### config.mk
export PLATFORM = sky130hd
export DESIGN_NAME = coreport_arb
export DESIGN_NICKNAME = d
export VERILOG_FILES = /design/src/rtl/coreport_arb.sv
export SDC_FILE = /design/constraint.sdc
export NUM_CORES = 1
export LEC_CHECK = 0
export CAP_MARGIN = 0
export CORE_AREA = 4 4 124 126
export CTS_CLUSTER_DIAMETER = 30
export DETAILED_ROUTE_END_ITERATION = 16
export DIE_AREA = 0 0 128 130
export GPL_TIMING_DRIVEN = 1
export MAX_ROUTING_LAYER = met4
export SETUP_SLACK_MARGIN = 0.02
export SLEW_MARGIN = 15
export SYNTH_ARGS = -nofsm -noshare
export SYNTH_HDL_FRONTEND = slang
export SYNTH_SLANG_ARGS = --single-unit
### constraint.sdc
create_clock -name wb_clk -period 2.25 [get_ports wb_clk]
set_input_delay 0.3375 -clock wb_clk [delete_from_list [all_inputs] [get_ports wb_clk]]
set_output_delay 0.3375 -clock wb_clk [all_outputs]
set_load 0.005 [all_outputs]
### src/rtl/coreport_arb.sv
// coreport_arb: two-master Wishbone arbiter in front of a single coreport slave.
// A master owns the slave for the whole of its cyc; contention alternates using
// the most recently granted master, and every grant change passes through IDLE.
// Optional watchdog, enabled by defining COREPORT_ARB_TIMEOUT_EN, terminates a
// strobe the slave never answers with a one-cycle err to the granted master.

module coreport_arb #(
  parameter int unsigned TIMEOUT = 16
) (
  input  logic        wb_clk,
  input  logic        wb_rst_n,

  // master 0 request / response
  input  logic [31:0] m0_adr_i,
  input  logic [31:0] m0_dat_i,
  input  logic        m0_we_i,
  input  logic        m0_cyc_i,
  input  logic        m0_stb_i,
  input  logic [2:0]  m0_cti_i,
  input  logic [1:0]  m0_bte_i,
  output logic [31:0] m0_dat_o,
  output logic        m0_ack_o,
  output logic        m0_err_o,
  output logic        m0_rty_o,

  // master 1 request / response
  input  logic [31:0] m1_adr_i,
  input  logic [31:0] m1_dat_i,
  input  logic        m1_we_i,
  input  logic        m1_cyc_i,
  input  logic        m1_stb_i,
  input  logic [2:0]  m1_cti_i,
  input  logic [1:0]  m1_bte_i,
  output logic [31:0] m1_dat_o,
  output logic        m1_ack_o,
  output logic        m1_err_o,
  output logic        m1_rty_o,

  // slave side, one-to-one with the coreport Wishbone inputs
  output logic [31:0] s_adr_o,
  output logic [31:0] s_dat_o,
  output logic        s_we_o,
  output logic        s_cyc_o,
  output logic        s_stb_o,
  output logic [2:0]  s_cti_o,
  output logic [1:0]  s_bte_o,
  input  logic [31:0] s_dat_i,
  input  logic        s_ack_i,
  input  logic        s_err_i,
  input  logic        s_rty_i,

  // one-hot current grant, 2'b00 when idle
  output logic [1:0]  arb_gnt_o
);

  typedef enum logic [1:0] {
    IDLE = 2'd0,
    GNT0 = 2'd1,
    GNT1 = 2'd2
  } state_t;

  state_t     state_q;
  logic       last_q;       // most recently granted master (0 or 1)
  logic [1:0] gnt_q;

  logic gnt0;
  logic gnt1;
  logic timeout_hit;        // watchdog fires this cycle (always 0 without the watchdog)

  assign gnt0 = (state_q == GNT0);
  assign gnt1 = (state_q == GNT1);

`ifdef COREPORT_ARB_TIMEOUT_EN
  // The counter holds the number of completed unanswered strobe cycles, so it
  // equals TIMEOUT-1 during the TIMEOUT-th waiting cycle; that is the cycle in
  // which the err pulse is issued and the slave strobe is withdrawn.
  localparam logic [7:0] TO_LAST = 8'(TIMEOUT - 1);

  logic [7:0] wd_cnt_q;
  logic       slave_resp;
  logic       granted_stb;

  assign slave_resp  = s_ack_i | s_err_i | s_rty_i;
  assign granted_stb = (gnt0 & m0_cyc_i & m0_stb_i) | (gnt1 & m1_cyc_i & m1_stb_i);
  assign timeout_hit = granted_stb & ~slave_resp & (wd_cnt_q == TO_LAST);

  // Watchdog: cleared while idle (so every grant starts from 0), on any slave
  // response and when it fires; counts cycles of an unanswered granted strobe.
  always_ff @(posedge wb_clk or negedge wb_rst_n) begin
    if (!wb_rst_n) begin
      wd_cnt_q <= 8'd0;
    end else if (state_q == IDLE || slave_resp || timeout_hit) begin
      wd_cnt_q <= 8'd0;
    end else if (granted_stb) begin
      wd_cnt_q <= wd_cnt_q + 8'd1;
    end
  end
`else
  // Without the watchdog a hung slave simply holds the grant.
  logic [7:0] unused_timeout;

  assign unused_timeout = 8'(TIMEOUT);
  assign timeout_hit    = 1'b0;
`endif

  // Grant FSM: hold the owner for its whole cyc, alternate on contention,
  // always return through IDLE so different owners never abut on the slave.
  // NOTE: state registers use non-blocking assignments so every flop samples
  // the pre-edge values of the others, independent of block ordering.
  always_ff @(posedge wb_clk or negedge wb_rst_n) begin
    if (!wb_rst_n) begin
      state_q <= IDLE;
      last_q  <= 1'b1;
      gnt_q   <= 2'b00;
    end else begin
      case (state_q)
        IDLE: begin
          if (m0_cyc_i && (!m1_cyc_i || last_q)) begin
            state_q <= GNT0;
            gnt_q   <= 2'b01;
          end else if (m1_cyc_i) begin
            state_q <= GNT1;
            gnt_q   <= 2'b10;
          end
        end
        GNT0: begin
          if (!m0_cyc_i || timeout_hit) begin
            state_q <= IDLE;
            gnt_q   <= 2'b00;
            last_q  <= 1'b0;
          end
        end
        GNT1: begin
          if (!m1_cyc_i || timeout_hit) begin
            state_q <= IDLE;
            gnt_q   <= 2'b00;
            last_q  <= 1'b1;
          end
        end
        default: begin
          state_q <= IDLE;
          gnt_q   <= 2'b00;
        end
      endcase
    end
  end

  assign arb_gnt_o = gnt_q;

  // Slave request mux, driven straight from the state so a reset or a release
  // removes cyc from the slave without waiting for an edge.
  // NOTE: every output gets a default before the case so no path leaves a
  // value unassigned, which would otherwise infer a latch.
  always_comb begin
    s_adr_o = 32'd0;
    s_dat_o = 32'd0;
    s_we_o  = 1'b0;
    s_cyc_o = 1'b0;
    s_stb_o = 1'b0;
    s_cti_o = 3'd0;
    s_bte_o = 2'd0;
    case (state_q)
      GNT0: begin
        s_adr_o = m0_adr_i;
        s_dat_o = m0_dat_i;
        s_we_o  = m0_we_i;
        s_cyc_o = m0_cyc_i & ~timeout_hit;
        s_stb_o = m0_stb_i & ~timeout_hit;
        s_cti_o = m0_cti_i;
        s_bte_o = m0_bte_i;
      end
      GNT1: begin
        s_adr_o = m1_adr_i;
        s_dat_o = m1_dat_i;
        s_we_o  = m1_we_i;
        s_cyc_o = m1_cyc_i & ~timeout_hit;
        s_stb_o = m1_stb_i & ~timeout_hit;
        s_cti_o = m1_cti_i;
        s_bte_o = m1_bte_i;
      end
      default: ;
    endcase
  end

  // Response demux: only the granted master sees the slave; the other gets 0s.
  assign m0_dat_o = gnt0 ? s_dat_i : 32'd0;
  assign m0_ack_o = gnt0 & s_ack_i;
  assign m0_err_o = gnt0 & (s_err_i | timeout_hit);
  assign m0_rty_o = gnt0 & s_rty_i;

  assign m1_dat_o = gnt1 ? s_dat_i : 32'd0;
  assign m1_ack_o = gnt1 & s_ack_i;
  assign m1_err_o = gnt1 & (s_err_i | timeout_hit);
  assign m1_rty_o = gnt1 & s_rty_i;

endmodule
### After elaboration in Yosys (flattened, before gate mapping)

Index checks and enable logic that the tools add are counted.

* multiply operators: 0
* bitwise logic cells: 6
* muxes and demuxes: 17
* equality and inequality tests: 5
* add/sub/neg operators: 0
* divide/modulo/power cells: 0
* shifts and indexed selects: 0
* reductions and logical operators: 7
* $lt $le $gt $ge: 0

Operator list (number)
* 32-bit one-hot mux with 2 select lines: 2
* 32-bit 2-to-1 mux: 2
* 2-bit 2-to-1 mux: 4
* 1-bit one-hot mux with 2 select lines: 4
* 1-bit AND: 6
* 2-bit one-hot mux with 3 select lines: 1
* 3-bit one-hot mux with 2 select lines: 1
* 3-bit AND reduction: 2
* 2-bit != test, second input constant: 2
* 2-bit one-hot mux with 2 select lines: 1
* 3-bit != test, second input constant: 1
* 2-bit by 1-bit == test with 1-bit output, second input constant: 1
* 2-bit == test, second input constant: 1
* 2-bit zero test: 1
* 1-bit 2-to-1 mux: 2
* 2-bit nonzero test: 1
* 1-bit logical AND: 1
* 1-bit zero test: 1
* 1-bit logical OR: 1

* bits in latches: 0
* input bits: 181
* ROM bits: 0
* output and inout bits: 144
* memories: 0
* logic and storage cells: 37
* bits in writable memories: 0
* register bits: 3

### Logic depth before layout (Yosys ltp)

* depth in word-level cells: 5
* depth in mapped cells: 7
* depth with buffers taken out: 5

### Least setup slack after synthesis

No wires, ideal clock.

* path type: register to output
* from: register, netlist name arb_gnt_o[0]
* to: output port s_adr_o[0]
* path buffers: 2
* setup slack: 661 ps
* data required time: 1913 ps
* arrival time: 1252 ps
* cell stages (with the launch flop): 6
* cells stage by stage: dfrtp_1 > inv_1 > ha_1 > clkbuf_2 > clkbuf_1 > nor2b_1

RTL lines
* to (decl): line 40 `output logic [31:0] s_adr_o,`

==> run_results.csv <==
group,metric,value,unit
run_status,status,"complete, no violations",
logic_synthesis,yosysUniqueCellTypes,20,
pwr,vdd_drop_max,0.352,mV
cts,cts_tree,"built",
timing,rsz0062_at_grt,"false",
pwr,power.total,0.00478,W
final_layout,area_delta_synth_final,219,%
final_layout,drive_above_1_share,0.0847,
pwr,p_leak,2.94,nW
timing,finalCriticalPeriod,2.17,ns
floorplanning,chipWidth,128,µm
logic_synthesis,synth-seq-cells,3,
place,dpl.cell_count,752,
timing,fin_crit_sh,0.963,
grt,grt_overflow,0,
timing,finalSetupViolations,0,
detailed_routing,ant_nets,0,
pwr,p_sw,0.00186,W
timing,relSlewSlack,0.830,
final_layout,antennaDiodeCount,0,
logic_synthesis,synthesis.instances,267,
critical_path,crit_path_start_kind,"register",
timing,finalMaxSlewViolations,0,
critical_path,cp.required,1.91,ns
hold_path,hold_class,"primary input to asynchronous set/reset pin",
pwr,p_comb_frac,0.919,
critical_path,regToRegSetupSlack,0.71,ns
critical_path,crit_path_end_kind,"output pin",
detailed_routing,remaining_drc_errors,0,
critical_path,reg2reg_depth,6,
cts,clockBufferDepth,2,
detailed_routing,vias,3310,
cts,cts_root_buf,"clkbuf_16",
cts,insertion_delay,0.22,ns
logic_synthesis,synth_seq_area_share,0.0424,
final_layout,layout_commonest_cell,"clkdlybuf4s50_1",
final_layout,fin_util,0.401,
timing,hold_violations,0,
critical_path,crit_type,"register to output pin",
floorplanning,die_h,130,µm
pwr,p_seq_frac,0.022,
logic_synthesis,syn_area,1800,µm²
critical_path,rr_startpoint,"arb_gnt_o[0]",
place,port_buffers,324,
floorplanning,io_pins,325,
cts,cts_sinks,3,
detailed_routing,vias_per_cell,4.28,
final_layout,stdcell_count,774,
floorplanning,core_region_area,14300,µm²
grt,grt_pass1_wl,18100,µm
detailed_routing,firstDrtPassIters,4,
detailed_routing,drt_iter0_markers,78,
logic_synthesis,synthesis.nets,452,
place,place.gp.congestion,0.921,
cts,clk_pin_slew,0.03,ns
job,cap_violations,0,
timing,fin_skew,0.00146,ns
grt,antenna_found_initial,0,
logic_synthesis,synth_warnings,0,
grt,first_global_vias,3394,
timing,fmax,462,MHz
cts,htree_levels,1,
timing,tightest_slew,0.254,ns
logic_synthesis,syn_avg_cell_area,6.74,µm²
timing,tns,0,ns
pwr,powerDensity,833,nW/µm²
critical_path,crit_fanout,19,
pwr,p_int,0.00292,W
final_layout,layout_common_cells,"221 x clkdlybuf4s50_1, 70 x and2_1, 67 x nor2b_1",
cts,cts_buffers,3,
place,dp_hpwl,9930,µm
floorplanning,rows,44,
pwr,swShare,0.389,
detailed_routing,wl,13500,µm
detailed_routing,routedWlPerCell,17.5,µm
critical_path,cp_data_arrival_time,1.83,ns
grt,grt_max_degree,40,
floorplanning,initial_core_util,0.126,
grt,grt_usage,0.140,
critical_path,r2r-end,"arb_gnt_o[1]",
pwr,power_frac_clock,0.059,
cts,hold_buffers,0,
floorplanning,die_area,16600,µm²
final_layout,nNetsFinal,776,
## power groups by stage
stage               Sequential, W  Clock, W  Combinational (W)
floorplan                0.000106         0            0.00171
global placement         0.000104         0            0.00387
finish                   0.000107  0.000280            0.00440
global route             0.000110  0.000298            0.00471
CTS                      0.000105  0.000286            0.00405
detailed placement       0.000105         0            0.00389
## through the flow
| stage | hold slack, ns | setup slack (ns) | area [µm²] |
|---|---|---|---|
| 6_report | 0.305 | 0.0839 | 5750 |
| 5_1_grt | 0.303 | 0.0336 | 5750 |
| 4_1_cts | 0.304 | -0.0518 | 5480 |
| 3_5_place_dp | 0.537 | 0.0799 | 5280 |
| 3_3_place_gp | 0.520 | 0.100 | 5280 |
| 2_1_floorplan | 0.0419 | 0.661 | 1800 |
## flip-flops by register name, indices dropped and copies added (netlist names)
register / count
arb_gnt_o: 2
last_q: 1
## logic make-up (layout without fill, tap and decap cells)
logic type | Yosys count | in the layout | share of synthesized area
AND/OR/NAND/NOR | 146 | 146 | 0.505
AO/OA/AOI/OAI | 79 | 79 | 0.332
adder cells (fa/ha/maj) | 4 | 4 | 0.0278
buffers and inverters | 35 | 358 | 0.0931
flip-flops | 3 | 3 | 0.0424
## layout make-up
class | count | area (µm²)
fill | 1428 | 8570
clock buffer | 4 | 78.8
multi-input combinational | 229 | 1650
tap | 184 | 230
inverter | 4 | 15.0
timing repair buffer | 350 | 3690
sequential | 3 | 77.6
## cells in the mapped netlist, drive strengths merged
library cell | number | area (µm²)
and2 | 70 | 438
inv | 4 | 15.0
o2bb2ai | 2 | 17.5
a31oi | 1 | 6.26
nand2 | 3 | 13.8
nor2b | 72 | 450
dfstp | 1 | 26.3
nand2b | 1 | 6.26
buf | 17 | 97.6
clkbuf | 14 | 55.1
ha | 4 | 50.1
o21ai | 3 | 15.0
a21oi | 1 | 5.00
a22oi | 72 | 554
dfrtp | 2 | 50.1
## worst max-delay path, cell delays in order (launching register included)
cell and delay [ns]:
dfrtp_2 0.38, inv_2 0.06, buf_4 0.14, ha_4 0.32, buf_4 0.14, clkbuf_16 0.16, nor2b_1 0.14, dlygate4sd2_1 0.25
## how the worst max path moves through the flow
stage / from / to / slack [ns]
finish: arb_gnt_o[1] / s_adr_o[11] / 0.08
global route: arb_gnt_o[0] / m1_dat_o[7] / 0.03
CTS: arb_gnt_o[1] / s_dat_o[20] / -0.05
detailed placement: arb_gnt_o[1] / s_dat_o[3] / 0.08
global placement: arb_gnt_o[1] / s_dat_o[3] / 0.10
floorplan: arb_gnt_o[0] / s_adr_o[0] / 0.66
## repair_timing
item                       CTS  global route
pin swaps                    1             3
setup endpoints to repair  110            53
buffers inserted             6             6
resized for setup           79            47
gates cloned                 3             4
## metal layers
layer,vias to the layer above,part of all wire,GRT usage
met5,-,0,-
met4,0,0.015,0.0306
met3,12,0.093,0.0291
met2,207,0.52,0.259
met1,1513,0.38,0.155
li1,1578,-,-
Note: power is estimated with default switching activity, not from simulation.
